--- src/rtl/midi_uart_tx_if.sv ---
// MIDI event handshake between an event source (master) and the serial framer (slave).
interface midi_uart_tx_if;
  logic       midi_event_valid;
  logic [7:0] midi_command;
  logic [6:0] midi_parameter_1;
  logic [6:0] midi_parameter_2;
  logic       midi_event_ack;

  modport master (
    output midi_event_valid,
    output midi_command,
    output midi_parameter_1,
    output midi_parameter_2,
    input  midi_event_ack
  );

  modport slave (
    input  midi_event_valid,
    input  midi_command,
    input  midi_parameter_1,
    input  midi_parameter_2,
    output midi_event_ack
  );
endinterface

--- src/rtl/midi_uart_tx.sv ---
// MIDI transmit framer: one event per handshake, sent as 8N1 bytes with optional
// running-status compression of repeated channel status bytes.
module midi_uart_tx #(
  parameter int unsigned CLK_FREQ       = 16000000,
  parameter int unsigned BAUD           = 31250,
  parameter bit          RUNNING_STATUS = 1'b1
) (
  input  logic           clk,
  input  logic           rst,
  midi_uart_tx_if.slave  midi_ev,
  output logic           serial_tx,
  output logic           busy
);
  localparam int unsigned CLKS_PER_BIT = CLK_FREQ / BAUD;
  localparam int unsigned CNT_W        = (CLKS_PER_BIT > 1) ? $clog2(CLKS_PER_BIT) : 1;
  localparam logic [CNT_W-1:0] CNT_LAST = CNT_W'(CLKS_PER_BIT - 1);

  typedef enum logic [1:0] {IDLE, START, DATA, STOP} state_t;

  state_t           r_state;
  logic [CNT_W-1:0] r_cnt;
  logic [2:0]       r_bit_idx;
  logic [1:0]       r_byte_idx;
  logic [1:0]       r_nbytes;
  logic [7:0]       r_bytes [4];
  logic [7:0]       r_last_status;
  logic             r_ack;
  logic             r_busy;
  logic             r_tx;

  logic [1:0] w_len;
  logic       w_rs;
  logic [1:0] w_nbytes;
  logic [7:0] w_b0, w_b1, w_b2;
  logic [7:0] w_next_last;
  logic       w_bit_end;
  logic       w_more;
  logic       w_take;

  always_comb begin
    w_len = 2'd0;
    case (midi_ev.midi_command[7:4])
      4'h8, 4'h9, 4'hA, 4'hB, 4'hE: w_len = 2'd3;
      4'hC, 4'hD:                   w_len = 2'd2;
      4'hF: begin
        case (midi_ev.midi_command[3:0])
          4'h1, 4'h3: w_len = 2'd2;
          4'h2:       w_len = 2'd3;
          default:    w_len = 2'd1;
        endcase
      end
      default: w_len = 2'd0;
    endcase

    w_rs = RUNNING_STATUS && midi_ev.midi_command[7] && (midi_ev.midi_command[7:4] != 4'hF)
           && (midi_ev.midi_command == r_last_status);

    if (w_rs) begin
      w_nbytes = w_len - 2'd1;
      w_b0     = {1'b0, midi_ev.midi_parameter_1};
      w_b1     = {1'b0, midi_ev.midi_parameter_2};
      w_b2     = {1'b0, midi_ev.midi_parameter_2};
    end else begin
      w_nbytes = w_len;
      w_b0     = midi_ev.midi_command;
      w_b1     = {1'b0, midi_ev.midi_parameter_1};
      w_b2     = {1'b0, midi_ev.midi_parameter_2};
    end

    // Realtime (F8-FF) leaves running status alone; system common cancels it.
    w_next_last = r_last_status;
    if (midi_ev.midi_command[7:4] == 4'hF) begin
      if (!midi_ev.midi_command[3]) w_next_last = 8'h00;
    end else if (midi_ev.midi_command[7]) begin
      w_next_last = midi_ev.midi_command;
    end
  end

  assign w_bit_end = (r_cnt == CNT_LAST);
  assign w_more    = ({1'b0, r_byte_idx} + 3'd1) < {1'b0, r_nbytes};
  // Acceptance is also allowed in the final stop-bit cycle so queued events follow with no gap.
  assign w_take    = midi_ev.midi_event_valid && !r_ack &&
                     ((r_state == IDLE) || ((r_state == STOP) && w_bit_end && !w_more));

  always_ff @(posedge clk) begin
    if (rst) begin
      r_state       <= IDLE;
      r_cnt         <= '0;
      r_bit_idx     <= '0;
      r_byte_idx    <= '0;
      r_nbytes      <= '0;
      r_last_status <= '0;
      r_ack         <= 1'b0;
      r_busy        <= 1'b0;
      r_tx          <= 1'b1;
      for (int unsigned k = 0; k < 4; k++) r_bytes[k] <= '0;
    end else begin
      r_ack <= 1'b0;
      case (r_state)
        IDLE: begin
          r_busy <= 1'b0;
          r_tx   <= 1'b1;
        end
        START: begin
          if (w_bit_end) begin
            r_cnt     <= '0;
            r_bit_idx <= '0;
            r_state   <= DATA;
            r_tx      <= r_bytes[r_byte_idx][0];
          end else begin
            r_cnt <= r_cnt + 1'b1;
          end
        end
        DATA: begin
          if (w_bit_end) begin
            r_cnt <= '0;
            if (r_bit_idx == 3'd7) begin
              r_state <= STOP;
              r_tx    <= 1'b1;
            end else begin
              r_bit_idx <= r_bit_idx + 3'd1;
              r_tx      <= r_bytes[r_byte_idx][r_bit_idx + 3'd1];
            end
          end else begin
            r_cnt <= r_cnt + 1'b1;
          end
        end
        STOP: begin
          if (w_bit_end) begin
            r_cnt <= '0;
            if (w_more) begin
              r_byte_idx <= r_byte_idx + 2'd1;
              r_state    <= START;
              r_tx       <= 1'b0;
            end else begin
              r_state <= IDLE;
              r_busy  <= 1'b0;
            end
          end else begin
            r_cnt <= r_cnt + 1'b1;
          end
        end
        default: r_state <= IDLE;
      endcase

      if (w_take) begin
        r_bytes[0]    <= w_b0;
        r_bytes[1]    <= w_b1;
        r_bytes[2]    <= w_b2;
        r_nbytes      <= w_nbytes;
        r_byte_idx    <= '0;
        r_bit_idx     <= '0;
        r_cnt         <= '0;
        r_ack         <= 1'b1;
        r_busy        <= 1'b1;
        r_last_status <= w_next_last;
        if (w_nbytes != 2'd0) begin
          r_state <= START;
          r_tx    <= 1'b0;
        end else begin
          r_state <= IDLE;
          r_tx    <= 1'b1;
        end
      end
    end
  end

  assign midi_ev.midi_event_ack = r_ack;
  assign serial_tx              = r_tx;
  assign busy                   = r_busy;
endmodule

--- src/flat_wrapper.sv ---
// flat-port wrapper written by rule: the top's interface ports become plain ports
module midi_uart_tx_flat 
#(
  parameter int unsigned CLK_FREQ       = 16000000,
  parameter int unsigned BAUD           = 31250,
  parameter bit          RUNNING_STATUS = 1'b1
)
  (clk, rst, serial_tx, busy, midi_ev_midi_event_valid, midi_ev_midi_command, midi_ev_midi_parameter_1, midi_ev_midi_parameter_2, midi_ev_midi_event_ack);
  midi_uart_tx_if midi_ev_i ();
  input  logic clk;
  input  logic rst;
  output logic serial_tx;
  output logic busy;
  input wire logic [$bits(midi_ev_i.midi_event_valid)-1:0] midi_ev_midi_event_valid;
  input wire logic [$bits(midi_ev_i.midi_command)-1:0] midi_ev_midi_command;
  input wire logic [$bits(midi_ev_i.midi_parameter_1)-1:0] midi_ev_midi_parameter_1;
  input wire logic [$bits(midi_ev_i.midi_parameter_2)-1:0] midi_ev_midi_parameter_2;
  output wire logic [$bits(midi_ev_i.midi_event_ack)-1:0] midi_ev_midi_event_ack;
  assign midi_ev_i.midi_event_valid = midi_ev_midi_event_valid;
  assign midi_ev_i.midi_command = midi_ev_midi_command;
  assign midi_ev_i.midi_parameter_1 = midi_ev_midi_parameter_1;
  assign midi_ev_i.midi_parameter_2 = midi_ev_midi_parameter_2;
  assign midi_ev_midi_event_ack = midi_ev_i.midi_event_ack;
  midi_uart_tx #(.CLK_FREQ(CLK_FREQ), .BAUD(BAUD), .RUNNING_STATUS(RUNNING_STATUS)) u_core (.clk(clk), .rst(rst), .midi_ev(midi_ev_i), .serial_tx(serial_tx), .busy(busy));
endmodule
--- config.mk ---
export PLATFORM = sky130hd
export DESIGN_NAME = midi_uart_tx_flat
export DESIGN_NICKNAME = d
export VERILOG_FILES = /design/src/rtl/midi_uart_tx_if.sv /design/src/rtl/midi_uart_tx.sv /design/src/flat_wrapper.sv
export SDC_FILE = /design/constraint.sdc
export NUM_CORES = 1
export LEC_CHECK = 0
export BUFFER_PORTS_ARGS = -buffer_cell sky130_fd_sc_hd__buf_2
export CAP_MARGIN = 15
export CORE_MARGIN = 10
export CORE_UTILIZATION = 40
export DETAILED_ROUTE_END_ITERATION = 6
export PLACE_DENSITY_LB_ADDON = 0.12
export RECOVER_POWER = 50
export SYNTH_ARGS = -nofsm -noshare
export SYNTH_HDL_FRONTEND = slang
export SYNTH_SLANG_ARGS = --single-unit
--- constraint.sdc ---
create_clock -name clk -period 5.1 [get_ports clk]
set_input_delay 1.02 -clock clk [delete_from_list [all_inputs] [get_ports clk]]
set_output_delay 1.02 -clock clk [all_outputs]
set_load 0.01 [all_outputs]
; Word level (Yosys, flattened, before mapping)
; Memories as Yosys holds them, arrays and structs flattened. A register that Yosys moved wholly into a read port is not among the register bits.
; Index checks and enable logic that the tools add are counted.
[classes]
n_bitwise = 3
n_reduce_logical = 26
n_mux = 45
n_eq_ne = 28
n_addsub = 5
n_lt_le_gt_ge = 2
[op_table]
columns = operator, count
row1 = 8-bit two-way mux, 7
row2 = 4-bit equality test (second input constant), 8
row3 = 1-bit two-way mux, 18
row4 = 2-bit two-way mux, 8
row5 = 3-bit by 1-bit inequality test with 1-bit output (second input constant), 5
row6 = 2-bit one-hot mux with 3 select lines, 2
row7 = 9-bit by 1-bit adder with 9-bit output (second input constant), 1
row8 = 9-bit equality test (second input constant), 1
row9 = 3-bit two-way mux, 3
row10 = 9-bit two-way mux, 1
row11 = 3-bit AND reduction, 3
row12 = 4-bit by 2-bit equality test with 1-bit output (second input constant), 2
row13 = 8-bit equality test, 1
row14 = 4-bit AND reduction, 2
row15 = 7-bit two-way mux, 1
row16 = 1-bit logical AND, 6
row17 = 3-bit one-hot mux with 2 select lines, 1
row18 = 2-bit nonzero test, 3
row19 = 2-bit OR reduction, 3
row20 = 5-bit AND reduction, 1
row21 = 5-bit OR reduction, 1
row22 = 2-bit equality test (second input constant), 2
row23 = 4-bit by 1-bit equality test with 1-bit output (second input constant), 1
row24 = 3-bit by 4-bit < comparator with 1-bit output (second input constant), 1
row25 = 22 further kinds, 27
[word_totals]
memories = 1
wordCells = 119
ramBits = 32
ff_bits = 29
out_inout_bits = 3
input_bits = 25
[mem_list]
columns = memory, words, word_bits, read_ports, rd_clocked_by_memory_dff, write_ports, line_no
row1 = u_core.r_bytes, 4, 8, 1, 1, 4, midi_uart_tx.sv:25  ; logic [7:0] r_bytes [4];

; Depth between registers and ports, before layout
; Gate-level depths: netlist of the first run.
[logic_depth]
depth_word = 10
mapped_depth = 11
depth_no_buf = 9

; Worst setup path before layout of the first run
; No wires, ideal clock.
[synth_timing]
path_type = register to register
from = register u_core.r_byte_idx[0]
to = memory u_core.r_bytes[0][0], enable pin
setup_time_ns = 0.395
path_buffers = 1
path_stages_with_launch = 7
setup_slack_ns = 2.274
synth_period_minus_slack_ns = 2.826
t_required_ns = 4.705
t_arrival_ns = 2.431
path_cell_list = dfxtp_1 -> inv_1 -> fa_1 -> a211o_1 -> a211o_2 -> nand2_1 -> clkbuf_1
[synth_rtl]
columns = element, line_no
row1 = start: declaration, midi_uart_tx.sv:23  ; logic [1:0] r_byte_idx;
row2 = start signal: assignment, midi_uart_tx.sv:132  ; r_byte_idx <= r_byte_idx + 2'd1;
row3 = end: declaration, midi_uart_tx.sv:25

==> results of run 1 <==
## tightest hold or removal path, cell delays in order (launching register included)
cell and delay (ns):
dfxtp_1 0.32, o21ai_0 0.07, a21oi_1 0.06
## stage by stage
step | util, % | area [um2] | worst slack [ns] | instances
2_1_floorplan | - | 2840 | 2.27 | 281
3_3_place_gp | 44.5 | 3040 | 2.39 | 390
3_5_place_dp | 44.5 | 3040 | 2.35 | 390
4_1_cts | 45.7 | 3120 | 2.33 | 398
5_1_grt | 45.3 | 3090 | 1.70 | 398
6_report | 45.3 | 3090 | 2.00 | 398
## power by group
| group | switching (uW) | leakage, uW | total, uW | internal (uW) |
|---|---|---|---|---|
| clock network | 132 | 0.0000428 | 230 | 97.8 |
| registers | 36.6 | 0.000488 | 561 | 525 |
| logic | 223 | 0.000660 | 368 | 145 |
## registers in the layout (all words and copies together), names as in the netlist, named ones only
signal                         count
u_core.r_last_status               8
u_core.busy                        1
u_core.midi_ev.midi_event_ack      1
u_core.r_byte_idx                  2
u_core.r_state                     2
u_core.r_cnt                       9
u_core.serial_tx                   1
u_core.r_bytes                    22
u_core.r_bit_idx                   3
u_core.r_nbytes                    2
## synth_stat cells (2+ instances only)
library cell  number  area share (%)
inv_1             12             1.6
o21ai_0            8             1.4
mux2i_1           23             8.1
nand4_1            2            0.44
nor3_1             5            0.88
xor2_1             8             2.5
a22oi_1            9             2.4
a22o_1             2            0.62
xnor2_1            5             1.5
a311oi_1           2            0.62
nand2_1           10             1.3
ha_1              12             5.3
nor2b_1            4            0.88
buf_4              2            0.53
dfxtp_1           31              22
clkbuf_1           7            0.93
a211oi_1           4             1.1
mux2_2             2            0.79
nor3b_1            4             1.1
nand3_1            4            0.71
a21o_1             2            0.53
nand3b_1           2            0.53
and3_1             9             2.0
nor2_1            42             5.6
o22ai_1            2            0.44
a21oi_1            6             1.1
nand2b_1           6             1.3
edfxtp_1          22              23
buf_2              5            0.88
## cell type report
type	count	area (um2)	share of cell area, %
Clock buffer	7	76.3	2.47
Timing Repair Buffer	30	145	4.69
Clock inverter	1	6.26	0.202
Multi-Input combinational cell	199	1420	45.9
Tap cell	96	120	3.89
Inverter	12	45.0	1.46
Sequential cell	53	1280	41.4
## cell families (layout without fill, tap and decap cells)
| group | Yosys count | count (layout) | share of synthesized area [%] |
|---|---|---|---|
| buf+inv | 29 | 50 | 4.63 |
| xor+xnor | 13 | 13 | 4.01 |
| simple gates | 95 | 95 | 16.9 |
| flops | 53 | 53 | 45.2 |
| fa+ha+maj | 13 | 13 | 6.00 |
| compound gates | 52 | 52 | 13.5 |
| mux | 26 | 26 | 9.70 |
## cell usage in the layout (no fill, tap or decap), types with 2 or more instances in the layout
| master | netlist | routed |
|---|---|---|
| nor2b_1 | 4 | 4 |
| o22ai_1 | 2 | 2 |
| buf_2 | 5 | 23 |
| nand4_1 | 2 | 2 |
| a21oi_1 | 6 | 6 |
| nand3b_1 | 2 | 2 |
| clkbuf_8 | 0 | 5 |
| xnor2_1 | 5 | 5 |
| nor3_1 | 5 | 5 |
| a22oi_1 | 9 | 9 |
| clkbuf_1 | 7 | 8 |
| nor3b_1 | 4 | 4 |
| o21ai_0 | 8 | 8 |
| mux2_2 | 2 | 2 |
| edfxtp_1 | 22 | 22 |
| a211oi_1 | 4 | 4 |
| a311oi_1 | 2 | 2 |
| inv_1 | 12 | 12 |
| and3_1 | 9 | 9 |
| ha_1 | 12 | 12 |
| a21o_1 | 2 | 2 |
| nand3_1 | 4 | 4 |
| nand2b_1 | 6 | 6 |
| nor2_1 | 42 | 42 |
| dfxtp_1 | 31 | 31 |
| mux2i_1 | 23 | 23 |
| xor2_1 | 8 | 8 |
| a22o_1 | 2 | 2 |
| nand2_1 | 10 | 10 |
## how the worst max path moves through the flow
stage                            startpoint                   end  cells after the start
finish              midi_ev_midi_command[3]  u_core.r_bytes[1][4]                      7
global placement                        rst  u_core.r_bytes[2][1]                      4
floorplan              u_core.r_byte_idx[0]  u_core.r_bytes[0][0]                      6
CTS                         u_core.r_cnt[2]  u_core.r_bytes[2][1]                      8
global route        midi_ev_midi_command[3]    u_core.r_nbytes[0]                      7
detailed placement                      rst  u_core.r_bytes[2][1]                      4
## metal layers
metal	track usage (%)	part of all wire, %
met5	0	0
met4	3.08	0.97
met3	2.54	3.6
met2	19.1	49
met1	14.1	47
==> results_dict.tcl, run 1 <==
set metrics [dict create \
    status "complete, no violations" \
    slew_viol_final 0 \
    ctsHoldBuffers 0 \
    fp.dieW_um 104 \
    path_cells "clkbuf_1 -> xor2_1 -> a211oi_1 -> nor4b_1 -> clkbuf_1 -> mux2i_1 -> nor2_1" \
    fmax_ghz 0.323 \
    crit_path_top_delay_cell "clkbuf_1" \
    cp.required_ns 5.13 \
    p_leak_uw 0.00119 \
    io_pins 28 \
    grt_pass1_wl_um 10300 \
    synth-seq-cells 53 \
    synth_edf_count 22 \
    die_area_um2 10900 \
    ant_nets 0 \
    antenna_found_initial 0 \
    whs_path_depth 2 \
    hold_start "u_core.r_last_status[7]" \
    syn-instance-count 281 \
    cts_tree "yes" \
    hpwl_um 4620 \
    worstReg2RegEnd "u_core.r_bytes[2][4]" \
    arrival_ns 3.13 \
    rrSetupSlack_ns 2.33 \
    grt_max_degree 23 \
    ys_async_sr_fraction_pct 0 \
    antenna_cells_inserted 0 \
    vias 2101 \
    finalNetCount 339 \
    clk_latency_ns 0.31 \
    ys.flop_type "dfxtp_1" \
    cts_buffer_depth 2 \
    overflow 0 \
    start_util_pct 41.5 \
    cpPeakStageDelay_ns 0.87 \
    path_delay_family "buffers and inverters" \
    core_um2 6830 \
    timing.slew.headroom_pct 24.7 \
    row_count 30 \
    clkTransAtPathRegs_ns 0.09 \
    drive_above_1_share_pct 12.6 \
    synth_seq_area_share_pct 45.2 \
    numCtsBuffers 5 \
    area_growth_pct 9.00 \
    period_minus_slack_ns 3.10 \
    postCtsSetupBuffers 0 \
    skew_ns 0.0158 \
    hold_path.class "reg2reg" \
    syn_area_um2 2840 \
    cp-start-kind "input port" \
    yosysUniqueCellTypes 58 \
    drv_cap 0 \
    die_y_um 104 \
    crit_buf_inv 2 \
    rsz0062_at_grt "no" \
    grt_pass1_vias 2141 \
    worstRegToRegCells 8 \
    path_class "in2reg" \
    wl_per_cell_um 15.3 \
    tns_ns 0 \
    synth.net_count 319 \
    worst_setup_path_end_kind "register" \
    grtUsageTotal_pct 11.3 \
    worst_pin_slew_ns 1.13 \
    clockRootBuffer "clkbuf_8" \
    hold_violations 0 \
    via_per_inst 5.28 \
    p_per_area_nw_per_um2 375 \
    port_buffers 27 \
    total_power_uw 1160 \
    setup_violations 0 \
    critPathMostFrequentCell "clkbuf_1" \
    cts_max_level 2 \
    ir_drop_uv 159 \
    gp_congestion 0.791 \
    min_period_over_period_pct 60.7 \
    crit_fanout 17 \
    cts_resized 0 \
    drt_first_pass_iters 4 \
    hold_end "u_core.r_last_status[7]" \
    cts.sinks 53 \
    r2r_start "u_core.r_cnt[2]" \
    whs_ns 0.488 \
    synth_warnings 0 \
    syn_avg_cell_area_um2 10.1 \
    drt_first_iter_violations 109 \
    n_fill_cell 685 \
    drt_wl_total_um 6080 \
    route.detailed.drc 0 \
]
No activity file was read; power rests on OpenSTA's default activity.
==> inputs of run 2 (changes only) <==
--- a/config.mk
+++ b/config.mk
@@ -5,6 +5,7 @@
 export SDC_FILE = /design/constraint.sdc
 export NUM_CORES = 1
 export LEC_CHECK = 0
+export ABC_AREA = 1
 export BUFFER_PORTS_ARGS = -buffer_cell sky130_fd_sc_hd__buf_2
 export CAP_MARGIN = 15
 export CORE_MARGIN = 10
==> constraint.sdc (replaced) <==
create_clock -name clk -period 2.7 [get_ports clk]
set_input_delay 0.54 -clock clk [delete_from_list [all_inputs] [get_ports clk]]
set_output_delay 0.54 -clock clk [all_outputs]
set_load 0.01 [all_outputs]
==> run 2 against run 1 <==
Register-to-register slack got worse by 2.0 ns. Highest routed layer unchanged. Combinational power rose by 110%. Sequential power rose by 89%. Largest cell class unchanged. Die area rose by 2.0%.
==> results_dict.tcl, run 2 <==
set metrics [dict create \
    grt_pass1_wl_um 11600 \
    ant_nets 0 \
    switching_power_uw 850 \
    postCtsSetupBuffers 0 \
    period_minus_slack_ns 2.32 \
    drt_wl_total_um 6750 \
    numCtsBuffers 5 \
    row_count 31 \
    antenna_found_initial 0 \
    cp-start-kind "register" \
    cp.required_ns 2.91 \
    grt_pass1_vias 2500 \
    drive_above_1_share_pct 11.9 \
    status "complete, no violations" \
    ctsHoldBuffers 0 \
    arrival_ns 2.53 \
    area_growth_pct 11.4 \
    gp_congestion 0.886 \
    ir_drop_uv 237 \
    p_per_area_nw_per_um2 734 \
    yosysMostFrequentCell "nand2_1" \
    clockRootBuffer "clkbuf_8" \
    synth_area_leaders "edfxtp_1, dfxtp_1, nand2_1, inv_1, nor2_1" \
    core_um2 7180 \
    via_per_inst 4.82 \
    vias 2420 \
    cpPeakStageDelay_ns 0.45 \
    timing.slew.headroom_pct 63.5 \
    drt_first_pass_iters 4 \
    regMostFlops "u_core.r_bytes" \
    yosysTopAreaCell "edfxtp_1" \
    drt_first_iter_violations 99 \
    final_common_cell "nand2_1" \
    syn-instance-count 373 \
    ys.flop_type "dfxtp_1" \
    cts_max_level 2 \
    antenna_cells_inserted 0 \
    cts.sinks 53 \
    top_regs "u_core.r_bytes x22, u_core.r_cnt x9, u_core.r_last_status x8" \
    hold_path.class "reg2reg" \
    path_class "reg2reg" \
    p_clk_share_pct 23.0 \
    port_buffers 27 \
    syn_area_um2 2910 \
    finalNetCount 440 \
    synth_edf_count 22 \
    min_period_over_period_pct 86.0 \
    synth.net_count 411 \
    hpwl_um 5200 \
    synth_warnings 0 \
    io_pins 28 \
    internal_power_uw 1530 \
    drv_cap 0 \
    die_area_um2 11100 \
    syn_avg_cell_area_um2 7.80 \
    pwr-share-comb_pct 32.6 \
    route.detailed.drc 0 \
    ys_async_sr_fraction_pct 0 \
    cts_resized 0 \
    skew_ns 0.00912 \
    total_power_uw 2380 \
    path_delay_family "simple AND/OR/NAND/NOR gates" \
    synth-seq-cells 53 \
    fin_util_pct 45.1 \
    final_cell_mix "nand2_1, inv_1, nor2_1" \
    path_cells "inv_1 -> fa_1 -> nor2_1 -> nand2_1 -> nand2_1 -> nand2_1 -> nand2_1 -> nand2_4 -> nor2_1 -> inv_4 -> o21ai_2 -> o21ba_2" \
    n_fill_cell 748 \
    synth_top_area_share_pct 22.7 \
    yosysUniqueCellTypes 41 \
    overflow 0 \
    fp.dieW_um 105 \
    grt_max_degree 34 \
    die_y_um 105 \
    crit_buf_inv 2 \
    crit_path_top_delay_cell "fa_1" \
    worst_setup_path_end_kind "register" \
    largest_register_ffs 22 \
    worst_pin_slew_ns 0.547 \
    cts_buffer_depth 2 \
    synthTopCellsByCount "nand2_1, inv_1, nor2_1" \
    fmax_ghz 0.431 \
    synth_seq_area_share_pct 44.1 \
    cts_tree "yes" \
    hold_violations 0 \
    p_leak_uw 0.00145 \
    wl_per_cell_um 13.4 \
    slew_viol_final 0 \
    clk_latency_ns 0.30 \
    rsz0062_at_grt "no" \
    start_util_pct 40.5 \
    critPathMostFrequentCell "nand2_1" \
    p_sw_share_pct 35.7 \
    tns_ns 0 \
    crit_fanout 8 \
    grtUsageTotal_pct 12.4 \
    clkTransAtPathRegs_ns 0.10 \
    setup_violations 0 \
    seqPwrFrac_pct 44.5 \
]
run 2: logic make-up (layout without fill, tap and decap cells):
kind of cell	Yosys count	count (layout)	synth area share, %
xor gates and xnor gates	9	9	2.71
DFF	53	53	44.1
AOI/OAI and AO/OA	62	62	12.3
adders and majority gates	13	13	5.85
buffers and inverters	65	95	9.12
and+or+nand+nor	171	171	25.9
run 2: worst register-to-register path, cell delays in order (launching register included):
cell     delay (ns)
dfxtp_1        0.40
inv_1          0.07
fa_1           0.45
nor2_1         0.11
nand2_1        0.05
nand2_1        0.11
nand2_1        0.07
nand2_1        0.10
nand2_4        0.09
nor2_1         0.27
inv_4          0.12
o21ai_2        0.20
o21ba_2        0.19
run 2: metal layers:
metal,global-route usage (%),vias up,wire [um]
met5,0,-,0
met4,3.43,0,92
met3,2.80,6,258
met2,21.2,39,3200
met1,15.4,1118,3200
li1,-,1257,-
run 2: power groups by stage:
stage	Clock (uW)	Combinational, uW	Sequential [uW]
2_1_floorplan	0	585	1060
3_3_place_gp	0	802	1070
3_5_place_dp	0	809	1080
4_1_cts	566	812	1060
5_1_grt	590	882	1080
6_report	546	774	1060
run 2: layout make-up:
| type | count | area (um2) | area share [%] |
|---|---|---|---|
| clock buffers | 6 | 72.6 | 2.24 |
| flip-flops and latches | 53 | 1280 | 39.6 |
| clock inverters | 2 | 38.8 | 1.20 |
| repair buffers | 30 | 166 | 5.14 |
| well taps | 99 | 124 | 3.83 |
| multi-input cells | 255 | 1340 | 41.3 |
| inverters | 57 | 218 | 6.72 |
run 2: worst paths after layout:
kind	start	to	slack, ns	cells past startpoint
setup / recovery	u_core.r_byte_idx[0]	u_core.r_last_status[3]	0.38	12
setup reg to reg	u_core.r_byte_idx[0]	u_core.r_last_status[3]	0.38	12
hold / removal	u_core.r_last_status[5]	u_core.r_last_status[5]	0.47	2
hold reg to reg	u_core.r_last_status[5]	u_core.r_last_status[5]	0.47	2
run 2: per-stage QoR:
stage	hold slack [ns]	instances	setup slack, ns	cell area, um2
finish	0.473	502	0.379	3240
global route	0.508	502	0.102	3240
CTS	0.475	502	0.496	3270
detailed placement	0.459	494	0.492	3150
global placement	0.456	494	0.451	3150
floorplan	0.426	373	0.459	2910
